--- src/rtl/mskaes_128bits_round_ctrl_if.sv ---
// Control bundle between the masked AES-128 round sequencer and its datapath/environment.
// The sequencer uses the slave modport; the environment driving jobs uses master.
interface mskaes_128bits_round_ctrl_if;
    logic       in_valid;
    logic       in_ready;
    logic       out_valid;
    logic       out_ready;
    logic       abort;
    logic       rnd_valid;
    logic       rnd_req;
    logic       state_en;
    logic [1:0] state_sel;
    logic       key_en;
    logic       key_sel;
    logic [7:0] rcon;
    logic [3:0] round_idx;
    logic       busy;

    modport master (
        output in_valid,
        output out_ready,
        output abort,
        output rnd_valid,
        input  in_ready,
        input  out_valid,
        input  rnd_req,
        input  state_en,
        input  state_sel,
        input  key_en,
        input  key_sel,
        input  rcon,
        input  round_idx,
        input  busy
    );

    modport slave (
        input  in_valid,
        input  out_ready,
        input  abort,
        input  rnd_valid,
        output in_ready,
        output out_valid,
        output rnd_req,
        output state_en,
        output state_sel,
        output key_en,
        output key_sel,
        output rcon,
        output round_idx,
        output busy
    );
endinterface

--- src/rtl/mskaes_128bits_round_ctrl.sv ---
// Sequencer for the masked AES-128 round datapath: 10 iterations of LATENCY cycles each,
// then holds the ciphertext under valid/ready. Control only, no shares pass through here.
module mskaes_128bits_round_ctrl #(
    parameter int unsigned LATENCY = 4
) (
    input  logic                         clk,
    input  logic                         rst,
    mskaes_128bits_round_ctrl_if.slave   bus_io
);
    localparam int unsigned CntW      = (LATENCY > 1) ? $clog2(LATENCY) : 1;
    localparam logic [CntW-1:0] CntLast = CntW'(LATENCY - 1);
    localparam logic [3:0] LastRound  = 4'd9;

    typedef enum logic [1:0] {StIdle, StRound, StDone} state_e;

    state_e          state_q, state_d;
    logic [CntW-1:0] cnt_q, cnt_d;
    logic [3:0]      round_q, round_d;

    logic       in_ready;
    logic       out_valid;
    logic       rnd_req;
    logic       state_en;
    logic [1:0] state_sel;
    logic       key_en;
    logic       key_sel;
    logic [7:0] rcon;

    always_ff @(posedge clk or posedge rst) begin
        if (rst) begin
            state_q <= StIdle;
            cnt_q   <= '0;
            round_q <= '0;
        end else begin
            state_q <= state_d;
            cnt_q   <= cnt_d;
            round_q <= round_d;
        end
    end

    always_comb begin
        state_d   = state_q;
        cnt_d     = cnt_q;
        round_d   = round_q;
        in_ready  = 1'b0;
        out_valid = 1'b0;
        rnd_req   = 1'b0;
        state_en  = 1'b0;
        state_sel = 2'd0;
        key_en    = 1'b0;
        key_sel   = 1'b0;

        unique case (state_q)
            StIdle: begin
                in_ready = ~bus_io.abort;
                if (bus_io.in_valid && !bus_io.abort) begin
                    state_en = 1'b1;
                    key_en   = 1'b1;
                    state_d  = StRound;
                    cnt_d    = '0;
                    round_d  = '0;
                end
            end
            StRound: begin
                rnd_req = 1'b1;
                // Starved cycle: the round restarts; its inputs are still in the registers.
                if (!bus_io.rnd_valid) begin
                    cnt_d = '0;
                end else if (cnt_q == CntLast) begin
                    state_en  = 1'b1;
                    key_en    = 1'b1;
                    key_sel   = 1'b1;
                    state_sel = (round_q == LastRound) ? 2'd2 : 2'd1;
                    cnt_d     = '0;
                    if (round_q == LastRound) begin
                        state_d = StDone;
                    end else begin
                        round_d = round_q + 4'd1;
                    end
                end else begin
                    cnt_d = cnt_q + CntW'(1);
                end
            end
            StDone: begin
                out_valid = 1'b1;
                if (bus_io.out_ready) begin
                    state_d = StIdle;
                    round_d = '0;
                end
            end
            default: begin
                state_d = StIdle;
            end
        endcase

        // Abort wins over accept, commit and completion alike.
        if (bus_io.abort) begin
            state_d   = StIdle;
            cnt_d     = '0;
            round_d   = '0;
            state_en  = 1'b0;
            key_en    = 1'b0;
            state_sel = 2'd0;
            key_sel   = 1'b0;
        end
    end

    always_comb begin
        rcon = 8'h00;
        unique case (round_q)
            4'd0:    rcon = 8'h01;
            4'd1:    rcon = 8'h02;
            4'd2:    rcon = 8'h04;
            4'd3:    rcon = 8'h08;
            4'd4:    rcon = 8'h10;
            4'd5:    rcon = 8'h20;
            4'd6:    rcon = 8'h40;
            4'd7:    rcon = 8'h80;
            4'd8:    rcon = 8'h1b;
            4'd9:    rcon = 8'h36;
            default: rcon = 8'h00;
        endcase
    end

    assign bus_io.in_ready  = in_ready;
    assign bus_io.out_valid = out_valid;
    assign bus_io.rnd_req   = rnd_req;
    assign bus_io.state_en  = state_en;
    assign bus_io.state_sel = state_sel;
    assign bus_io.key_en    = key_en;
    assign bus_io.key_sel   = key_sel;
    assign bus_io.rcon      = rcon;
    assign bus_io.round_idx = round_q;
    assign bus_io.busy      = (state_q != StIdle);

endmodule
--- src/flat_wrapper.sv ---
// flat-port wrapper written by rule: the top's interface ports become plain ports
module mskaes_128bits_round_ctrl_flat 
#(
    parameter int unsigned LATENCY = 4
)
  (clk, rst, bus_io_in_valid, bus_io_out_ready, bus_io_abort, bus_io_rnd_valid, bus_io_in_ready, bus_io_out_valid, bus_io_rnd_req, bus_io_state_en, bus_io_state_sel, bus_io_key_en, bus_io_key_sel, bus_io_rcon, bus_io_round_idx, bus_io_busy);
  mskaes_128bits_round_ctrl_if bus_io_i ();
  input  logic clk;
  input  logic rst;
  input wire logic [$bits(bus_io_i.in_valid)-1:0] bus_io_in_valid;
  input wire logic [$bits(bus_io_i.out_ready)-1:0] bus_io_out_ready;
  input wire logic [$bits(bus_io_i.abort)-1:0] bus_io_abort;
  input wire logic [$bits(bus_io_i.rnd_valid)-1:0] bus_io_rnd_valid;
  output wire logic [$bits(bus_io_i.in_ready)-1:0] bus_io_in_ready;
  output wire logic [$bits(bus_io_i.out_valid)-1:0] bus_io_out_valid;
  output wire logic [$bits(bus_io_i.rnd_req)-1:0] bus_io_rnd_req;
  output wire logic [$bits(bus_io_i.state_en)-1:0] bus_io_state_en;
  output wire logic [$bits(bus_io_i.state_sel)-1:0] bus_io_state_sel;
  output wire logic [$bits(bus_io_i.key_en)-1:0] bus_io_key_en;
  output wire logic [$bits(bus_io_i.key_sel)-1:0] bus_io_key_sel;
  output wire logic [$bits(bus_io_i.rcon)-1:0] bus_io_rcon;
  output wire logic [$bits(bus_io_i.round_idx)-1:0] bus_io_round_idx;
  output wire logic [$bits(bus_io_i.busy)-1:0] bus_io_busy;
  assign bus_io_i.in_valid = bus_io_in_valid;
  assign bus_io_i.out_ready = bus_io_out_ready;
  assign bus_io_i.abort = bus_io_abort;
  assign bus_io_i.rnd_valid = bus_io_rnd_valid;
  assign bus_io_in_ready = bus_io_i.in_ready;
  assign bus_io_out_valid = bus_io_i.out_valid;
  assign bus_io_rnd_req = bus_io_i.rnd_req;
  assign bus_io_state_en = bus_io_i.state_en;
  assign bus_io_state_sel = bus_io_i.state_sel;
  assign bus_io_key_en = bus_io_i.key_en;
  assign bus_io_key_sel = bus_io_i.key_sel;
  assign bus_io_rcon = bus_io_i.rcon;
  assign bus_io_round_idx = bus_io_i.round_idx;
  assign bus_io_busy = bus_io_i.busy;
  mskaes_128bits_round_ctrl #(.LATENCY(LATENCY)) u_core (.clk(clk), .rst(rst), .bus_io(bus_io_i));
endmodule
--- config.mk ---
export PLATFORM = sky130hd
export DESIGN_NAME = mskaes_128bits_round_ctrl_flat
export DESIGN_NICKNAME = d
export VERILOG_FILES = /design/src/rtl/mskaes_128bits_round_ctrl_if.sv /design/src/rtl/mskaes_128bits_round_ctrl.sv /design/src/flat_wrapper.sv
export SDC_FILE = /design/constraint.sdc
export NUM_CORES = 1
export LEC_CHECK = 0
export ABC_AREA = 1
export BUFFER_PORTS_ARGS = -buffer_cell sky130_fd_sc_hd__buf_2
export CAP_MARGIN = 10
export CORE_UTILIZATION = 51
export CTS_CLUSTER_DIAMETER = 40
export DETAILED_ROUTE_END_ITERATION = 6
export GPL_TIMING_DRIVEN = 0
export PLACE_DENSITY = 0.82
export SLEW_MARGIN = 0
export SYNTH_ARGS = -nofsm -noshare
export SYNTH_HDL_FRONTEND = slang
export SYNTH_SLANG_ARGS = --single-unit
--- constraint.sdc ---
create_clock -name clk -period 2.3 [get_ports clk]
set_input_delay 0.115 -clock clk [delete_from_list [all_inputs] [get_ports clk]]
set_output_delay 0.115 -clock clk [all_outputs]
set_load 0.02 [all_outputs]
==> results of run 1 <==
==> flip-flops by register name (all words and copies together) (netlist names) <==
register / flops
u_core.bus_io.round_idx: 4
u_core.state_q: 2
u_core.cnt_q: 2
==> synthesized netlist by cell type, drive strengths merged <==
cell   count  area (um^2)
ha         7        87.58
or2        1        6.260
nor2      21        86.33
o31ai      1        7.510
dfrtp      8        200.2
o21ai      2        10.00
inv       20        75.07
buf        3        23.77
nand2     38        145.1
a22o       1        8.760
o22ai      1        6.260
nand3      8        55.05
nand4      2        12.51
a21oi      1        5.000
==> stage by stage <==
step	util	setup WS (ns)	power, mW	hold slack, ns
final	0.6914	0.5821	0.3746	0.1487
after global routing	0.6914	0.4572	0.4018	0.1559
after CTS	0.6914	0.5877	0.3810	0.1359
after detailed placement	0.6667	0.8575	0.2767	0.05719
after global placement	0.6667	0.8947	0.2707	0.05678
after floorplan	-	0.5417	0.2399	-0.06934
==> metal layers <==
metal	vias up	track usage	wire length, um
met4	0	0.1034	0
met5	-	0	0
met2	14	0.4303	833
met3	0	0.03409	39
met1	345	0.2982	781
li1	406	-	-
==> worst max path at each step <==
stage,end,slack (ns),depth (start not counted)
after floorplan,bus_io_state_en,0.54,6
after global placement,bus_io_state_en,0.89,7
after detailed placement,bus_io_state_en,0.86,7
after CTS,bus_io_state_en,0.59,7
after global routing,bus_io_state_en,0.46,7
final,bus_io_state_en,0.58,7
==> kinds of logic after synthesis <==
group,share of synthesized area
flip-flops,0.2744
adder cells (fa/ha/maj),0.1201
AND/OR/NAND/NOR,0.4185
buffers and inverters,0.1355
AO/OA/AOI/OAI,0.05145
==> final cells by class <==
cell class	count	area [um^2]
multi-input cells	83	430.4
fillers	128	406.6
flip-flops and latches	8	200.2
repair buffers	27	140.1
inverters	20	75.07
plain buffers	3	23.77
clock buffers	3	22.52
well taps	15	18.77
==> critical path: cells and delay by family, from the launching register on <==
family / cells / cell delay [ns]
buffers and inverters: 4 / 0.42
and+or+nand+nor: 2 / 0.34
DFF: 1 / 0.43
AOI/OAI and AO/OA: 1 / 0.15
==> where the power goes <==
group | internal, mW | switching [mW] | leakage [nW]
clock network | 0.0591 | 0.0391 | 0.0138
registers | 0.147 | 0.0104 | 0.110
logic | 0.0396 | 0.0790 | 0.457
==> timing repair <==
item / 4_1_cts / 5_1_grt
endpoints found under the hold margin: 8 / 0
endpoints found under the setup margin: 0 / 0
hold buffers: 1 / 0
==> results_tabular.tex, run 1 <==
\begin{tabular}{lr}
\hline
Metric & Value \\
\hline
\multicolumn{2}{l}{\textbf{Power and ir drop}} \\
\quad Maximum vdd drop & 254.7 uV \\
\quad Total leakage power & 0.5805 nW \\
\quad Power density over the cells & 411.2 mW/mm\^{}2 \\
\multicolumn{2}{l}{\textbf{Die}} \\
\quad Die ar. & 0.001586 mm\^{}2 \\
\quad Core box area & 0.001318 mm\^{}2 \\
\quad Initial cell density of the core & 0.5537 \\
\quad Die width & 39.82 um \\
\quad Row count & 13 \\
\quad I/O pin count & 27 \\
\quad Vertical die dimension & 39.82 um \\
\multicolumn{2}{l}{\textbf{Clock tree}} \\
\quad Cts repair resizes & 0 \\
\quad Clock root buffer & sky130\_fd\_sc\_hd\_\_clkbuf\_4 \\
\quad H-tree depth & 1 \\
\quad Buffer levels on the longest clock path & 2 \\
\quad Post-CTS clock slew at the launch and capture registers of the worst setup and hold paths & 0.05 ns \\
\quad Later-pin clock latency in the skew report & 0.24 ns \\
\quad Count of buffers added by post-CTS timing repair for setup & 0 \\
\quad Num CTS Buffers & 3 \\
\quad CTS tree & yes \\
\quad Sink count of the clock tree & 8 \\
\multicolumn{2}{l}{\textbf{Outcome}} \\
\quad Status & finished clean \\
\multicolumn{2}{l}{\textbf{Logic synthesis}} \\
\quad Post-Syn Instances & 114 \\
\quad Count of state elements after synthesis & 8 \\
\quad Number of library cell types mapped by synthesis & 21 \\
\quad Per-instance average area after synthesis & 6.399 um\^{}2 \\
\quad Sequential area share after synthesis & 0.2744 \\
\quad Cell area after technology mapping & 729.5 um\^{}2 \\
\quad Syn\_nets & 127 \\
\quad Count of yosys warnings during synthesis & 0 \\
\multicolumn{2}{l}{\textbf{Worst setup path}} \\
\quad Reg-to-reg critical path endpoint & u\_core.state\_q[0] \\
\quad Category of the worst setup path launch point & flop \\
\quad Path depth of the worst reg2reg path & 7 \\
\quad Slowest Stage Delay on Critical Path & 0.43 ns \\
\quad Origin of the worst setup path & u\_core.state\_q[1] \\
\quad Classification of the worst setup path & flop to output pin \\
\quad Data arrival at the endpoint of the critical path & 1.60 ns \\
\quad Maximum net fanout on the critical path & 7 \\
\quad Series of cell instances along the critical path & inv\_2 -> nand3\_2 -> nor2\_2 -> inv\_2 -> o21ai\_1 -> buf\_4 -> buf\_2 \\
\quad Top cell by count, worst path & sky130\_fd\_sc\_hd\_\_inv\_2 \\
\quad Critical path's slowest cell & sky130\_fd\_sc\_hd\_\_dfrtp\_1 \\
\quad Worst setup slack for register-to-register paths & 0.87 ns \\
\quad Data required time at the worst endpoint & 2.18 ns \\
\quad Kind of end point of the critical path & output pin \\
\quad Launch point of the worst reg-to-reg path & u\_core.bus\_io.round\_idx[1] \\
\multicolumn{2}{l}{\textbf{Routing}} \\
\quad Detailed-route via count & 765 \\
\quad Final routed DRC violation total & 0 \\
\quad Total iterations of the first detailed-routing run & 2 \\
\quad Aggregate routed wire length & 1.655 mm \\
\quad Number of DRC markers in iteration 0 & 10 \\
\quad Remaining antenna violation count after routing & 0 \\
\quad Mean routed wirelength per cell & 10.41 um \\
\quad Via/cell ratio & 4.811 \\
\multicolumn{2}{l}{\textbf{Layout}} \\
\quad Number of antenna diodes & 0 \\
\quad Commonest cells after routing, fill and taps aside & 37 x sky130\_fd\_sc\_hd\_\_nand2\_1, 27 x sky130\_fd\_sc\_hd\_\_buf\_2, 18 x sky130\_fd\_sc\_hd\_\_nor2\_1 \\
\quad Layout Nets & 159 \\
\quad Most frequent standard cell in the layout excluding fill and tap cells & sky130\_fd\_sc\_hd\_\_nand2\_1 \\
\quad Final Instance Count excl. Fillers & 159 \\
\quad Layout cell share with drive strength beyond 1 & 0.3125 \\
\quad Area added between synthesis and finish & 24.87\% \\
\quad Final design area excluding fillers & 910.9 um\^{}2 \\
\multicolumn{2}{l}{\textbf{Global route}} \\
\quad GRT Util Overall & 0.2473 \\
\quad Maximum number of pins on one net before global-route repair & 10 \\
\quad Initial antenna violation count & 0 \\
\quad Total overflow reported by the global router & 0 \\
\quad Vias in the first global route & 638 \\
\quad First-pass GRT wire length & 2.539 mm \\
\multicolumn{2}{l}{\textbf{Hold path}} \\
\quad End of the worst hold path & u\_core.state\_q[0] \\
\quad Min-delay worst type & input port to flop \\
\quad Hold path cells & 3 \\
\quad Source of the worst hold timing path & bus\_io\_in\_valid \\
\multicolumn{2}{l}{\textbf{Placement}} \\
\quad Placed Cells incl. Taps & 155 \\
\quad Port Buffers & 26 \\
\quad Standard cell area after detailed placement & 878.3 um\^{}2 \\
\quad Final HPWL from detailed placement & 1.368 mm \\
\quad Final estimated routing congestion in global placement & 0.8827 \\
\multicolumn{2}{l}{\textbf{Timing}} \\
\quad Slew Limit Headroom & 0.8140 \\
\quad Final setup violation count & 0 \\
\quad Post-route clock period utilization & 0.7469 \\
\quad Unrepaired setup endpoints after global routing & false \\
\quad Max-slew violations & 0 \\
\quad Shortest clock period the worst path allows after layout & 1.718 ns \\
\quad Least-Margin Pin Slew & 0.2788 ns \\
\quad Highest Clock Rate & 0.5821 GHz \\
\quad Sum of negative setup slack & 0 ns \\
\quad Final number of hold-violating endpoints & 0 \\
\quad Fin Clk Skew & 0.0009844 ns \\
\multicolumn{2}{l}{\textbf{Flow run}} \\
\quad Maximum capacitance violations & 0 \\
\hline
\end{tabular}
Note: power is estimated with default switching activity, not from simulation.
==> run 2: changes to the inputs <==
--- a/config.mk
+++ b/config.mk
@@ -8,11 +8,11 @@
 export ABC_AREA = 1
 export BUFFER_PORTS_ARGS = -buffer_cell sky130_fd_sc_hd__buf_2
 export CAP_MARGIN = 10
-export CORE_UTILIZATION = 51
+export CORE_UTILIZATION = 47
 export CTS_CLUSTER_DIAMETER = 40
 export DETAILED_ROUTE_END_ITERATION = 6
 export GPL_TIMING_DRIVEN = 0
-export PLACE_DENSITY = 0.82
+export PLACE_DENSITY = 0.77
 export SLEW_MARGIN = 0
 export SYNTH_ARGS = -nofsm -noshare
 export SYNTH_HDL_FRONTEND = slang
==> constraint.sdc (replaced) <==
create_clock -name clk -period 1.65 [get_ports clk]
set_input_delay 0.0825 -clock clk [delete_from_list [all_inputs] [get_ports clk]]
set_output_delay 0.0825 -clock clk [all_outputs]
set_load 0.02 [all_outputs]
==> run 2 against run 1 <==
Compared with the run above: die area rose by 8.1%; clock-buffer cell count unchanged; combinational power is 45% higher; largest power group unchanged; highest routed layer is now met4.
==> results_tabular.tex, run 2 (synthesis results as in run 1) <==
\begin{tabular}{lr}
\hline
Metric & Value \\
\hline
\multicolumn{2}{l}{\textbf{Power and ir drop}} \\
\quad Maximum vdd drop & 451.5 uV (+77\%) \\
\quad Reg power frac & 0.418 (-0.003) \\
\quad Share of total power in combinational logic & 0.323 (+0.006) \\
\quad Total leakage power & 0.5831 nW (+0.44\%) \\
\quad Power density over the cells & 559.9 mW/mm\^{}2 (+36\%) \\
\quad Switching power share of the total & 0.3428 (about the same) \\
\quad Net load switching power & 0.1825 mW (+42\%) \\
\quad Clock share of power & 0.259 (-0.003) \\
\quad Cell internal power dissipation & 0.3499 mW (+42\%) \\
\multicolumn{2}{l}{\textbf{Flow run}} \\
\quad Maximum capacitance violations & 0 (unchanged) \\
\multicolumn{2}{l}{\textbf{Routing}} \\
\quad Remaining antenna violation count after routing & 0 (unchanged) \\
\quad Aggregate routed wire length & 1.632 mm (-1.4\%) \\
\quad Total iterations of the first detailed-routing run & 4 (+2) \\
\quad Via/cell ratio & 4.813 (about the same) \\
\quad Routed length on met2 & 750 um (-10\%) \\
\quad Sum of met3 wire segment lengths after detailed routing & 81 um (+110\%) \\
\quad Detailed-route via count & 770 (+0.65\%) \\
\quad Top sig layer & met4 \\
\quad Met1 wire length & 788 um (+0.90\%) \\
\quad Final routed DRC violation total & 0 (unchanged) \\
\quad Number of DRC markers in iteration 0 & 12 (+2) \\
\quad Mean routed wirelength per cell & 10.20 um (-2.0\%) \\
\multicolumn{2}{l}{\textbf{Timing}} \\
\quad Least-Margin Pin Slew & 0.2896 ns (+0.01081 ns) \\
\quad Shortest clock period the worst path allows after layout & 1.555 ns \\
\quad Max-slew violations & 0 (unchanged) \\
\quad Slew Limit Headroom & 0.8067 (-0.007217) \\
\quad Post-route clock period utilization & 0.9425 \\
\quad Fin Clk Skew & 0.0003654 ns (-0.0006191 ns) \\
\quad Highest Clock Rate & 0.6430 GHz \\
\quad Fin worst setup slack & 0.09488 ns (-0.4873 ns) \\
\quad Sum of negative setup slack & 0 ns (unchanged) \\
\quad Final setup violation count & 0 (unchanged) \\
\quad Final number of hold-violating endpoints & 0 (unchanged) \\
\multicolumn{2}{l}{\textbf{Clock tree}} \\
\quad CTS tree & yes \\
\quad Sink count of the clock tree & 8 (unchanged) \\
\quad Later-pin clock latency in the skew report & 0.24 ns (about the same) \\
\quad Buffer levels on the longest clock path & 2 (unchanged) \\
\quad Post-CTS clock slew at the launch and capture registers of the worst setup and hold paths & 0.05 ns (about the same) \\
\quad Clock root buffer & sky130\_fd\_sc\_hd\_\_clkbuf\_4 \\
\quad Num CTS Buffers & 3 (unchanged) \\
\quad H-tree depth & 1 (unchanged) \\
\multicolumn{2}{l}{\textbf{Layout}} \\
\quad Most frequent standard cell in the layout excluding fill and tap cells & sky130\_fd\_sc\_hd\_\_nand2\_1 \\
\quad Number of antenna diodes & 0 (unchanged) \\
\quad Final design area excluding fillers & 950.9 um\^{}2 (+4.4\%) \\
\quad Layout cell share with drive strength beyond 1 & 0.3655 (+0.05302) \\
\quad Final Instance Count excl. Fillers & 160 (+0.63\%) \\
\quad Layout Nets & 160 (+0.63\%) \\
\quad Commonest cells after routing, fill and taps aside & 37 x sky130\_fd\_sc\_hd\_\_nand2\_1, 25 x sky130\_fd\_sc\_hd\_\_buf\_2, 16 x sky130\_fd\_sc\_hd\_\_nor2\_1 \\
\quad Number of flip-flops under the largest register name & 4 (unchanged) \\
\quad Area added between synthesis and finish & 30.36\% \\
\multicolumn{2}{l}{\textbf{Worst setup path}} \\
\quad Worst setup slack for register-to-register paths & 0.27 ns (-0.60 ns) \\
\quad Launch point of the worst reg-to-reg path & u\_core.bus\_io.round\_idx[1] \\
\quad Path depth of the worst reg2reg path & 7 (unchanged) \\
\quad Data required time at the worst endpoint & 1.57 ns (-0.61 ns) \\
\quad Critical path capture point & bus\_io\_state\_en \\
\quad Reg-to-reg critical path endpoint & u\_core.bus\_io.round\_idx[0] \\
\quad Classification of the worst setup path & flop to output pin \\
\quad Data arrival at the endpoint of the critical path & 1.47 ns (-0.13 ns) \\
\quad Maximum net fanout on the critical path & 7 (unchanged) \\
\quad Category of the worst setup path launch point & flop \\
\quad Origin of the worst setup path & u\_core.state\_q[1] \\
\quad Kind of end point of the critical path & output pin \\
\multicolumn{2}{l}{\textbf{Global route}} \\
\quad GRT Util Overall & 0.1960 (-0.05136) \\
\quad Total overflow reported by the global router & 0 (unchanged) \\
\quad Vias in the first global route & 538 (-16\%) \\
\quad Maximum number of pins on one net before global-route repair & 10 (unchanged) \\
\quad First-pass GRT wire length & 2.139 mm (-16\%) \\
\quad Initial antenna violation count & 0 (unchanged) \\
\multicolumn{2}{l}{\textbf{Die}} \\
\quad Core box area & 0.001366 mm\^{}2 (+3.7\%) \\
\quad Row count & 13 (unchanged) \\
\quad I/O pin count & 27 (unchanged) \\
\quad Initial cell density of the core & 0.5339 (-0.01977) \\
\quad Die ar. & 0.001714 mm\^{}2 (+8.1\%) \\
\quad Die width & 41.40 um (+4.0\%) \\
\quad Vertical die dimension & 41.40 um (+4.0\%) \\
\multicolumn{2}{l}{\textbf{Placement}} \\
\quad Final estimated routing congestion in global placement & 0.8973 (+1.7\%) \\
\quad Standard cell area after detailed placement & 880.8 um\^{}2 (+0.28\%) \\
\quad Placed Cells incl. Taps & 155 (unchanged) \\
\quad Final HPWL from detailed placement & 1.224 mm (-10\%) \\
\quad Port Buffers & 26 (unchanged) \\
\quad DP Worst Slack & 0.2512 ns (-0.6063 ns) \\
\multicolumn{2}{l}{\textbf{Outcome}} \\
\quad Status & finished clean \\
\multicolumn{2}{l}{\textbf{Hold path}} \\
\quad Min-delay worst type & input port to flop \\
\hline
\end{tabular}
## run 2: cell types whose count changed in the layout (fill, tap and decap cells not counted), sizes merged
cell  previous run  this run
buf             29        30
## run 2: power by group through the flow
stage / combinational, mW / sequential, mW / clock (mW)
after CTS: 0.164 / 0.219 / 0.149
final: 0.172 / 0.223 / 0.138
after global placement: 0.158 / 0.221 / 0
after detailed placement: 0.160 / 0.222 / 0
after global routing: 0.196 / 0.224 / 0.155
after floorplan: 0.111 / 0.225 / 0
## run 2: layout make-up
type                       instances  area (um^2)
buffer                             3        23.77
fill                             133        415.4
clock buffer                       3        22.52
inverter                          20        75.07
multi-input combinational         83        454.2
sequential                         8        203.9
timing repair buffer              28        152.6
tap                               15        18.77
## run 2: critical path, cell delays in order, from the launching register on
cell and delay [ns]:
sky130_fd_sc_hd__dfrtp_2 0.44, sky130_fd_sc_hd__inv_2 0.09, sky130_fd_sc_hd__nand3_4 0.12, sky130_fd_sc_hd__nor2_4 0.15, sky130_fd_sc_hd__inv_2 0.07, sky130_fd_sc_hd__o21ai_2 0.12
sky130_fd_sc_hd__buf_4 0.11, sky130_fd_sc_hd__buf_4 0.12
## run 2: repair_timing
action | in CTS | in global routing
resized for setup | 1 | 9
pin swaps | 0 | 2
endpoints found under the hold margin | 8 | 0
setup buffers | 0 | 1
hold buffers | 1 | 0
setup endpoints to repair | 1 | 5
## run 2: how the worst min path moves through the flow
stage,start,end,cells after the start
after floorplan,rst,u_core.bus_io.round_idx[0],1
after global placement,rst,u_core.bus_io.round_idx[1],2
after detailed placement,rst,u_core.bus_io.round_idx[1],2
after CTS,bus_io_in_valid,u_core.state_q[0],3
after global routing,bus_io_in_valid,u_core.state_q[0],3
final,bus_io_in_valid,u_core.state_q[0],3
## run 2: stage by stage
stage,hold slack [ns],utilization,power [mW]
4_1_cts,0.09692,0.6722,0.5316
3_3_place_gp,0.02419,0.6447,0.3789
2_1_floorplan,-0.1018,-,0.3354
5_1_grt,0.1534,0.6960,0.5747
6_report,0.1468,0.6960,0.5324
3_5_place_dp,0.03421,0.6447,0.3824
## run 2: layer usage
metal / GRT usage / vias up
met5: 0 / -
met3: 0.03191 / 2
li1: - / 408
met1: 0.2658 / 335
met2: 0.2891 / 25
met4: 0.1210 / 0
